`src/rtl/gcm_pkg.sv`:
```
// Shared GCM definitions: block/length-field widths, sequencer FSM states and
// the byte-granular zero-pad mask used for partial blocks.
package gcm_pkg;

    localparam int GCM_BLK_W       = 128;
    localparam int GCM_LEN_FIELD_W = 64;
    localparam int GCM_BLK_BYTES   = GCM_BLK_W / 8;

    typedef enum logic [2:0] {
        IDLE   = 3'd0,
        INIT   = 3'd1,
        WAIT   = 3'd2,
        ACCEPT = 3'd3,
        LEN    = 3'd4,
        FIN    = 3'd5
    } state_t;

    // Byte 0 is the most significant byte, so the first nbytes bytes are kept.
    function automatic logic [GCM_BLK_W-1:0] byte_mask(input logic [4:0] nbytes);
        logic [GCM_BLK_W-1:0] m;
        m = '0;
        for (int i = 0; i < GCM_BLK_BYTES; i++) begin
            if (5'(i) < nbytes) begin
                m[GCM_BLK_W-1-8*i -: 8] = 8'hff;
            end
        end
        return m;
    endfunction

endpackage

```
`src/rtl/gcm_ghash_seq_if.sv`:
```
// Byte-granular block stream feeding the GHASH sequencer.
// Handshake: a beat transfers on a clock edge where in_valid and in_ready are
// both high; the source holds the beat fields stable while in_valid is high
// and in_ready is low, and in_ready never depends on in_valid.
interface gcm_ghash_seq_if;
    import gcm_pkg::*;

    logic                 in_valid;
    logic                 in_ready;
    logic [GCM_BLK_W-1:0] in_data;
    logic [4:0]           in_nbytes;
    logic                 in_is_aad;
    logic                 in_last;

    modport master (
        output in_valid, in_data, in_nbytes, in_is_aad, in_last,
        input  in_ready
    );

    modport slave (
        input  in_valid, in_data, in_nbytes, in_is_aad, in_last,
        output in_ready
    );

endinterface

```
`src/rtl/gcm_blk_pad.sv`:
```
// Partial-block handling: saturating byte-count decode and zero padding of the
// bytes beyond the valid count.
module gcm_blk_pad
    import gcm_pkg::*;
(
    input  logic [GCM_BLK_W-1:0] data,
    input  logic [4:0]           nbytes,
    input  logic                 last,
    output logic [GCM_BLK_W-1:0] padded,
    output logic [4:0]           nbytes_eff,
    output logic                 bad
);

    // An empty beat is only meaningful as a message terminator; anything else
    // out of range is treated as a full block and flagged.
    always_comb begin
        bad        = (nbytes > 5'd16) || ((nbytes == 5'd0) && !last);
        nbytes_eff = bad ? 5'd16 : nbytes;
        padded     = data & byte_mask(nbytes_eff);
    end

endmodule

```
`src/rtl/gcm_ghash_seq.sv`:
```
// Sequencer in front of gcm_ghash: pads and feeds AAD/ciphertext blocks, tracks
// bit lengths, appends the length block and returns S with a done pulse.
module gcm_ghash_seq
    import gcm_pkg::*;
#(
    parameter int LEN_W = 64
) (
    input  logic                 clk,
    input  logic                 reset_n,
    input  logic                 start,
    input  logic [GCM_BLK_W-1:0] h_in,
    gcm_ghash_seq_if.slave       in_if,
    output logic                 ghash_init,
    output logic                 ghash_next,
    output logic [GCM_BLK_W-1:0] ghash_h0,
    output logic [GCM_BLK_W-1:0] ghash_x,
    input  logic [GCM_BLK_W-1:0] ghash_y,
    input  logic                 ghash_ready,
    output logic [GCM_BLK_W-1:0] s_out,
    output logic                 done,
    output logic                 busy,
    output logic                 err,
    output state_t               dbg_state
);

    state_t state_q, state_d;
    state_t ret_q, ret_d;

    logic [GCM_BLK_W-1:0] h_q, h_d;
    logic [GCM_BLK_W-1:0] x_q, x_d;
    logic [GCM_BLK_W-1:0] s_q, s_d;
    logic                 init_q, init_d;
    logic                 next_q, next_d;
    logic                 done_q, done_d;
    logic                 err_q, err_d;
    logic                 seen_ct_q, seen_ct_d;
    logic [LEN_W-1:0]     len_a_q, len_a_d;
    logic [LEN_W-1:0]     len_c_q, len_c_d;

    logic [GCM_BLK_W-1:0] pad_data;
    logic [4:0]           pad_nbytes;
    logic                 pad_bad;
    logic                 empty_last;
    logic [LEN_W-1:0]     beat_bits;

    gcm_blk_pad u_pad (
        .data       (in_if.in_data),
        .nbytes     (in_if.in_nbytes),
        .last       (in_if.in_last),
        .padded     (pad_data),
        .nbytes_eff (pad_nbytes),
        .bad        (pad_bad)
    );

    assign empty_last = in_if.in_last && (in_if.in_nbytes == 5'd0);
    assign beat_bits  = LEN_W'({pad_nbytes, 3'b000});

    assign in_if.in_ready = (state_q == ACCEPT);

    always_comb begin
        state_d   = state_q;
        ret_d     = ret_q;
        h_d       = h_q;
        x_d       = x_q;
        s_d       = s_q;
        init_d    = 1'b0;
        next_d    = 1'b0;
        done_d    = 1'b0;
        err_d     = err_q;
        seen_ct_d = seen_ct_q;
        len_a_d   = len_a_q;
        len_c_d   = len_c_q;

        case (state_q)
            IDLE: begin
                if (start) begin
                    h_d       = h_in;
                    len_a_d   = '0;
                    len_c_d   = '0;
                    err_d     = 1'b0;
                    seen_ct_d = 1'b0;
                    state_d   = INIT;
                end
            end

            INIT: begin
                if (ghash_ready) begin
                    init_d  = 1'b1;
                    ret_d   = ACCEPT;
                    state_d = WAIT;
                end
            end

            // gcm_ghash still shows ready in the cycle its pulse is visible,
            // so ready only counts once both pulse registers have cleared.
            WAIT: begin
                if (!init_q && !next_q && ghash_ready) begin
                    state_d = ret_q;
                end
            end

            ACCEPT: begin
                if (in_if.in_valid) begin
                    if (empty_last) begin
                        state_d = LEN;
                    end else begin
                        x_d     = pad_data;
                        next_d  = 1'b1;
                        ret_d   = in_if.in_last ? LEN : ACCEPT;
                        state_d = WAIT;
                        if (pad_bad) begin
                            err_d = 1'b1;
                        end
                        if (in_if.in_is_aad) begin
                            len_a_d = len_a_q + beat_bits;
                            if (seen_ct_q) begin
                                err_d = 1'b1;
                            end
                        end else begin
                            len_c_d   = len_c_q + beat_bits;
                            seen_ct_d = 1'b1;
                        end
                    end
                end
            end

            LEN: begin
                if (ghash_ready) begin
                    x_d     = {GCM_LEN_FIELD_W'(len_a_q), GCM_LEN_FIELD_W'(len_c_q)};
                    next_d  = 1'b1;
                    ret_d   = FIN;
                    state_d = WAIT;
                end
            end

            FIN: begin
                s_d     = ghash_y;
                done_d  = 1'b1;
                state_d = IDLE;
            end

            default: begin
                state_d = IDLE;
            end
        endcase
    end

    always_ff @(posedge clk or negedge reset_n) begin
        if (!reset_n) begin
            state_q <= IDLE;
            ret_q   <= IDLE;
        end else begin
            state_q <= state_d;
            ret_q   <= ret_d;
        end
    end

    always_ff @(posedge clk or negedge reset_n) begin
        if (!reset_n) begin
            h_q       <= '0;
            x_q       <= '0;
            s_q       <= '0;
            init_q    <= 1'b0;
            next_q    <= 1'b0;
            done_q    <= 1'b0;
            err_q     <= 1'b0;
            seen_ct_q <= 1'b0;
            len_a_q   <= '0;
            len_c_q   <= '0;
        end else begin
            h_q       <= h_d;
            x_q       <= x_d;
            s_q       <= s_d;
            init_q    <= init_d;
            next_q    <= next_d;
            done_q    <= done_d;
            err_q     <= err_d;
            seen_ct_q <= seen_ct_d;
            len_a_q   <= len_a_d;
            len_c_q   <= len_c_d;
        end
    end

    assign ghash_init = init_q;
    assign ghash_next = next_q;
    assign ghash_h0   = h_q;
    assign ghash_x    = x_q;
    assign s_out      = s_q;
    assign done       = done_q;
    assign err        = err_q;
    assign busy       = (state_q != IDLE);
    assign dbg_state  = state_q;

endmodule

```
`src/flat_wrapper.sv`:
```
// flat-port wrapper written by rule: the top's interface ports become plain ports
module gcm_ghash_seq_flat import gcm_pkg::*;
#(
    parameter int LEN_W = 64
)
  (clk, reset_n, start, h_in, ghash_init, ghash_next, ghash_h0, ghash_x, ghash_y, ghash_ready, s_out, done, busy, err, dbg_state, in_if_in_valid, in_if_in_data, in_if_in_nbytes, in_if_in_is_aad, in_if_in_last, in_if_in_ready);
  gcm_ghash_seq_if in_if_i ();
  input  logic clk;
  input  logic reset_n;
  input  logic start;
  input  logic [GCM_BLK_W-1:0] h_in;
  output logic ghash_init;
  output logic ghash_next;
  output logic [GCM_BLK_W-1:0] ghash_h0;
  output logic [GCM_BLK_W-1:0] ghash_x;
  input  logic [GCM_BLK_W-1:0] ghash_y;
  input  logic ghash_ready;
  output logic [GCM_BLK_W-1:0] s_out;
  output logic done;
  output logic busy;
  output logic err;
  output state_t dbg_state;
  input wire logic [$bits(in_if_i.in_valid)-1:0] in_if_in_valid;
  input wire logic [$bits(in_if_i.in_data)-1:0] in_if_in_data;
  input wire logic [$bits(in_if_i.in_nbytes)-1:0] in_if_in_nbytes;
  input wire logic [$bits(in_if_i.in_is_aad)-1:0] in_if_in_is_aad;
  input wire logic [$bits(in_if_i.in_last)-1:0] in_if_in_last;
  output wire logic [$bits(in_if_i.in_ready)-1:0] in_if_in_ready;
  assign in_if_i.in_valid = in_if_in_valid;
  assign in_if_i.in_data = in_if_in_data;
  assign in_if_i.in_nbytes = in_if_in_nbytes;
  assign in_if_i.in_is_aad = in_if_in_is_aad;
  assign in_if_i.in_last = in_if_in_last;
  assign in_if_in_ready = in_if_i.in_ready;
  gcm_ghash_seq #(.LEN_W(LEN_W)) u_core (.clk(clk), .reset_n(reset_n), .start(start), .h_in(h_in), .in_if(in_if_i), .ghash_init(ghash_init), .ghash_next(ghash_next), .ghash_h0(ghash_h0), .ghash_x(ghash_x), .ghash_y(ghash_y), .ghash_ready(ghash_ready), .s_out(s_out), .done(done), .busy(busy), .err(err), .dbg_state(dbg_state));
endmodule
```
`config.mk`:
```
export PLATFORM = sky130hd
export DESIGN_NAME = gcm_ghash_seq_flat
export DESIGN_NICKNAME = d
export VERILOG_FILES = /design/src/rtl/gcm_pkg.sv /design/src/rtl/gcm_ghash_seq_if.sv /design/src/rtl/gcm_blk_pad.sv /design/src/rtl/gcm_ghash_seq.sv /design/src/flat_wrapper.sv
export SDC_FILE = /design/constraint.sdc
export NUM_CORES = 1
export LEC_CHECK = 0
export ABC_AREA = 1
export BUFFER_PORTS_ARGS = -buffer_cell sky130_fd_sc_hd__buf_2
export CAP_MARGIN = 20
export CORE_AREA = 2 2 306 308
export CTS_BUF_LIST = sky130_fd_sc_hd__clkbuf_4 sky130_fd_sc_hd__clkbuf_8 sky130_fd_sc_hd__clkbuf_16
export DETAILED_ROUTE_END_ITERATION = 10
export DIE_AREA = 0 0 308 310
export GPL_TIMING_DRIVEN = 0
export PLACE_DENSITY = 0.59
export SETUP_SLACK_MARGIN = 0.5
export SYNTH_ARGS = -nofsm -noshare
export SYNTH_HDL_FRONTEND = slang
export SYNTH_SLANG_ARGS = --single-unit
```
`constraint.sdc`:
```
create_clock -name clk -period 2.8 [get_ports clk]
set_input_delay 0.56 -clock clk [delete_from_list [all_inputs] [get_ports clk]]
set_output_delay 0.56 -clock clk [all_outputs]
set_load 0.02 [all_outputs]
```
==> out/qor.csv <==
stage;metric;value;unit
synthesis;synth_compound_area_share;8.16;%
routing;wire_per_inst;22.2;µm
place;gp_congestion;0.979;
routing;routed_via_density;4.91;
power_and_ir_drop;powerDensity;1140;nW/µm²
synthesis;syn-num-nets;3793;
global_route;grt_pass1_wl;174;mm
floorplanning;die_y;310;µm
status;outcome;completed;
clocking;htreeDepth;3;
timing;fin_ws;575;ps
synthesis;async_reset_ff_share;100;%
synthesis;synth_top_family_by_area;simple AND/OR/NAND/NOR gates;
setup_path;crit_arrival;2710;ps
place;port-buffer-count;787;
worst_hold_path;hp-class;in -> reg;
routing;wirelength;123;mm
power_and_ir_drop;finalPower;38900;µW
synthesis;netlist_top_cells_area;dfrtp_1, nand2_1, nand3_1;
floorplanning;die-area;95500;µm²
routing;drtPass1Iterations;6;
place;post-place-ws;-590;ps
floorplanning;core_region_area;92500;µm²
setup_path;cpMostUsedCell;a21oi_1;
timing;setup_viol;0;
global_route;met1_usage;30.2;%
setup_path;start_kind;flip-flop;
clocking;clkSinkCount;517;
routing;via_count;27200;
synthesis;synth_enable_flop_cells;0;
synthesis;synthSimpleGateAreaFrac;34.0;%
global_route;grt_max_degree;118;
synthesis;synthCells;3389;
clocking;path_clk_slew;60;ps
floorplanning;rows;112;
global_route;grt_pass1_vias;25900;
setup_path;crit_buf_inv;6;
global_route;overflow;0;
clocking;cts_tree;built;
clocking;clk_latency;640;ps
finish;area_growth;33.7;%
timing;tightest_slew;829;ps
setup_path;slowest_stage;dfrtp_1;
synthesis;syn_avg_cell_area;7.49;µm²
global_route;grt-busiest-layer;met2;
setup_path;crit_chain;inv_4 > nand3_4 > clkinv_4 > nand2_1 > o21ai_1 > inv_2 > o21ai_4 > buf_12 > buf_8 > buf_4 > a21oi_1 > a21oi_1;
timing;finalCritPeriodShare;79.5;%
timing;maxSlewViolCount;0;
finish;num-fill-cells;9841;
finish;nets;4676;
global_route;use_met3;8.07;%
finish;drive_gt1_share;25.4;%
synthesis;synth_ff_type;dfrtp_1;
synthesis;muxShareOfSynthArea;0.0444;%
timing;skew;32.8;ps
clocking;cts_buffer_depth;3;
setup_path;crit_type;reg -> reg;
floorplanning;io_pins;789;
timing;fin_crit;2230;ps
clocking;cts_buffers;68;
global_route;grt.total_usage;24.8;%
global_route;antenna_found_initial;17;
setup_path;crit_family;buffers and inverters;
setup_path;crit_path_end_kind;flip-flop;
routing;drt_iter0_markers;2645;
flow_run;drv_cap;0;
routing;drcViolationCount;0;
setup_path;slowest_delay;420;ps
floorplanning;initial_core_util;27.4;%
setup_path;required;3290;ps
synthesis;synth_fa_ha_area_share;0.394;%
power_and_ir_drop;cellLeakagePower;0.0174;µW
routing;final_antenna_net_count;0;
synthesis;netlist.area_leader.share;51.0;%
timing;max_slew_margin;44.7;%
timing;rsz0062_at_grt;true;
synthesis;ys_seq_elements;517;
synthesis;synth-xor-area-share;0.173;%
synthesis;yosys_warnings;0;
place;dpl.hpwl;97.7;mm
floorplanning;die-width;308;µm
timing;max_clock_freq;449;MHz
timing;hold_violations;0;
global_route;grtUsageMet2;40.6;%
clocking;cts_root_buf;clkbuf_16;
setup_path;cp_max_fo;10;
synthesis;netlist_area;25400;µm²
synthesis;synth_top_cell_by_area;dfrtp_1;
synthesis;ys_seq_area_share;51.0;%
synthesis;ys_types;44;
power_and_ir_drop;vdd_drop_max;0.000896;V
## cells in the final DEF (no fill, tap or decap), drive strengths merged, types with 4 or more instances in the layout
cell type / count
a21oi: 248
clkbuf: 214
xor2: 5
o21ai: 117
ha: 8
nor4: 7
nor3: 43
nand3b: 9
nand4: 122
or2: 5
clkinv: 18
nand2: 1271
nand3: 267
o21bai: 8
o22ai: 14
inv: 251
nor2: 327
buf: 850
diode: 9
bufinv: 4
dfrtp: 517
## registers in the layout (all words and copies together), names as in the netlist, 3 cells and up
register and flops:
u_core.ghash_x 128, u_core.len_c_q 61, u_core.dbg_state 3, u_core.len_a_q 61
u_core.ghash_h0 128, u_core.s_out 128, u_core.ret_q 3
## cells in the mapped netlist (2+ instances only)
library cell	number
nand2_2	10
o21ai_0	102
buf_4	8
a22oi_1	3
buf_6	2
buf_2	22
inv_2	13
o21ai_2	2
o21bai_1	8
a21oi_1	247
nand2_1	1260
ha_1	8
or2_2	5
dfrtp_1	517
nor2_4	7
nand3_1	264
o21ai_1	12
nand3b_1	9
buf_1	9
clkbuf_1	112
and3_1	3
nor3_1	42
a32o_1	2
nor4_1	7
xor2_1	5
o22ai_1	14
nand3_2	2
inv_1	237
nor2_1	316
nor2_2	4
nand4_1	122
nor3b_1	3
## where the power goes
| group | switching, µW | total, µW | internal (µW) |
|---|---|---|---|
| combinational | 12400 | 17400 | 4960 |
| sequential | 1870 | 12300 | 10400 |
| clock | 3620 | 9160 | 5540 |
| total | 17900 | 38900 | 20900 |
## cell families after synthesis
group,count (synthesis)
AND/OR/NAND/NOR,2057
flip-flops,517
buffers and inverters,405
AO/OA/AOI/OAI,396
adder cells (fa/ha/maj),8
XOR/XNOR,5
multiplexers,1
## worst reg2reg max path, delay by kind of cell (launching register included)
kind,cells,cell delay [ps]
DFF,1,420
and+or+nand+nor,2,280
AOI/OAI and AO/OA,4,620
buffers and inverters,6,800
## metrics by stage
stage	instance area [µm²]	hold WS [ps]	std cells	util (%)	setup TNS [ps]
3_5_place_dp	31000	453	5378	33.5	-63410
2_1_floorplan	25400	264	3389	-	0
3_3_place_gp	30800	450	5373	33.3	-5435930
5_1_grt	33900	118	5525	36.7	0
6_report	33900	124	5529	36.7	0
4_1_cts	33600	83.6	5511	36.3	0
## final cells by class
type	instances	area (µm²)	area share [%]
flip-flops and latches	517	12900	38.1
repair buffers	813	4270	12.6
clock inverters	22	263	0.774
diodes	9	22.5	0.0664
multi-input cells	2467	11100	32.8
well taps	1197	1500	4.41
plain buffers	153	758	2.23
clock buffers	99	2070	6.11
inverters	252	967	2.85
## metal layers
metal | up-vias | wire length [µm]
li1 | 12700 | -
met1 | 13000 | 48400
met2 | 1231 | 58300
met3 | 231 | 11600
met4 | 18 | 4490
met5 | - | 114
## path summary, 6_finish.rpt
kind	slack (ps)	start	end	cells past startpoint
min reg2reg	460	u_core.s_out[43]	u_core.s_out[43]	2
max	570	u_core.dbg_state[2]	u_core.ghash_x[63]	12
max reg2reg	570	u_core.dbg_state[2]	u_core.ghash_x[63]	12
max in group asynchronous	750	reset_n	u_core.s_out[31]	4
min	120	ghash_y[19]	u_core.s_out[19]	3
min in group asynchronous	510	reset_n	u_core.ghash_x[3]	2
## repair_timing
item	4_1_cts	5_1_grt
buffers inserted	11	9
endpoints found under the hold margin	7	0
pin swaps	4	8
setup endpoints to repair	479	352
hold buffers	1	0
resized for setup	55	96
Power figures use the tool's default switching activity.
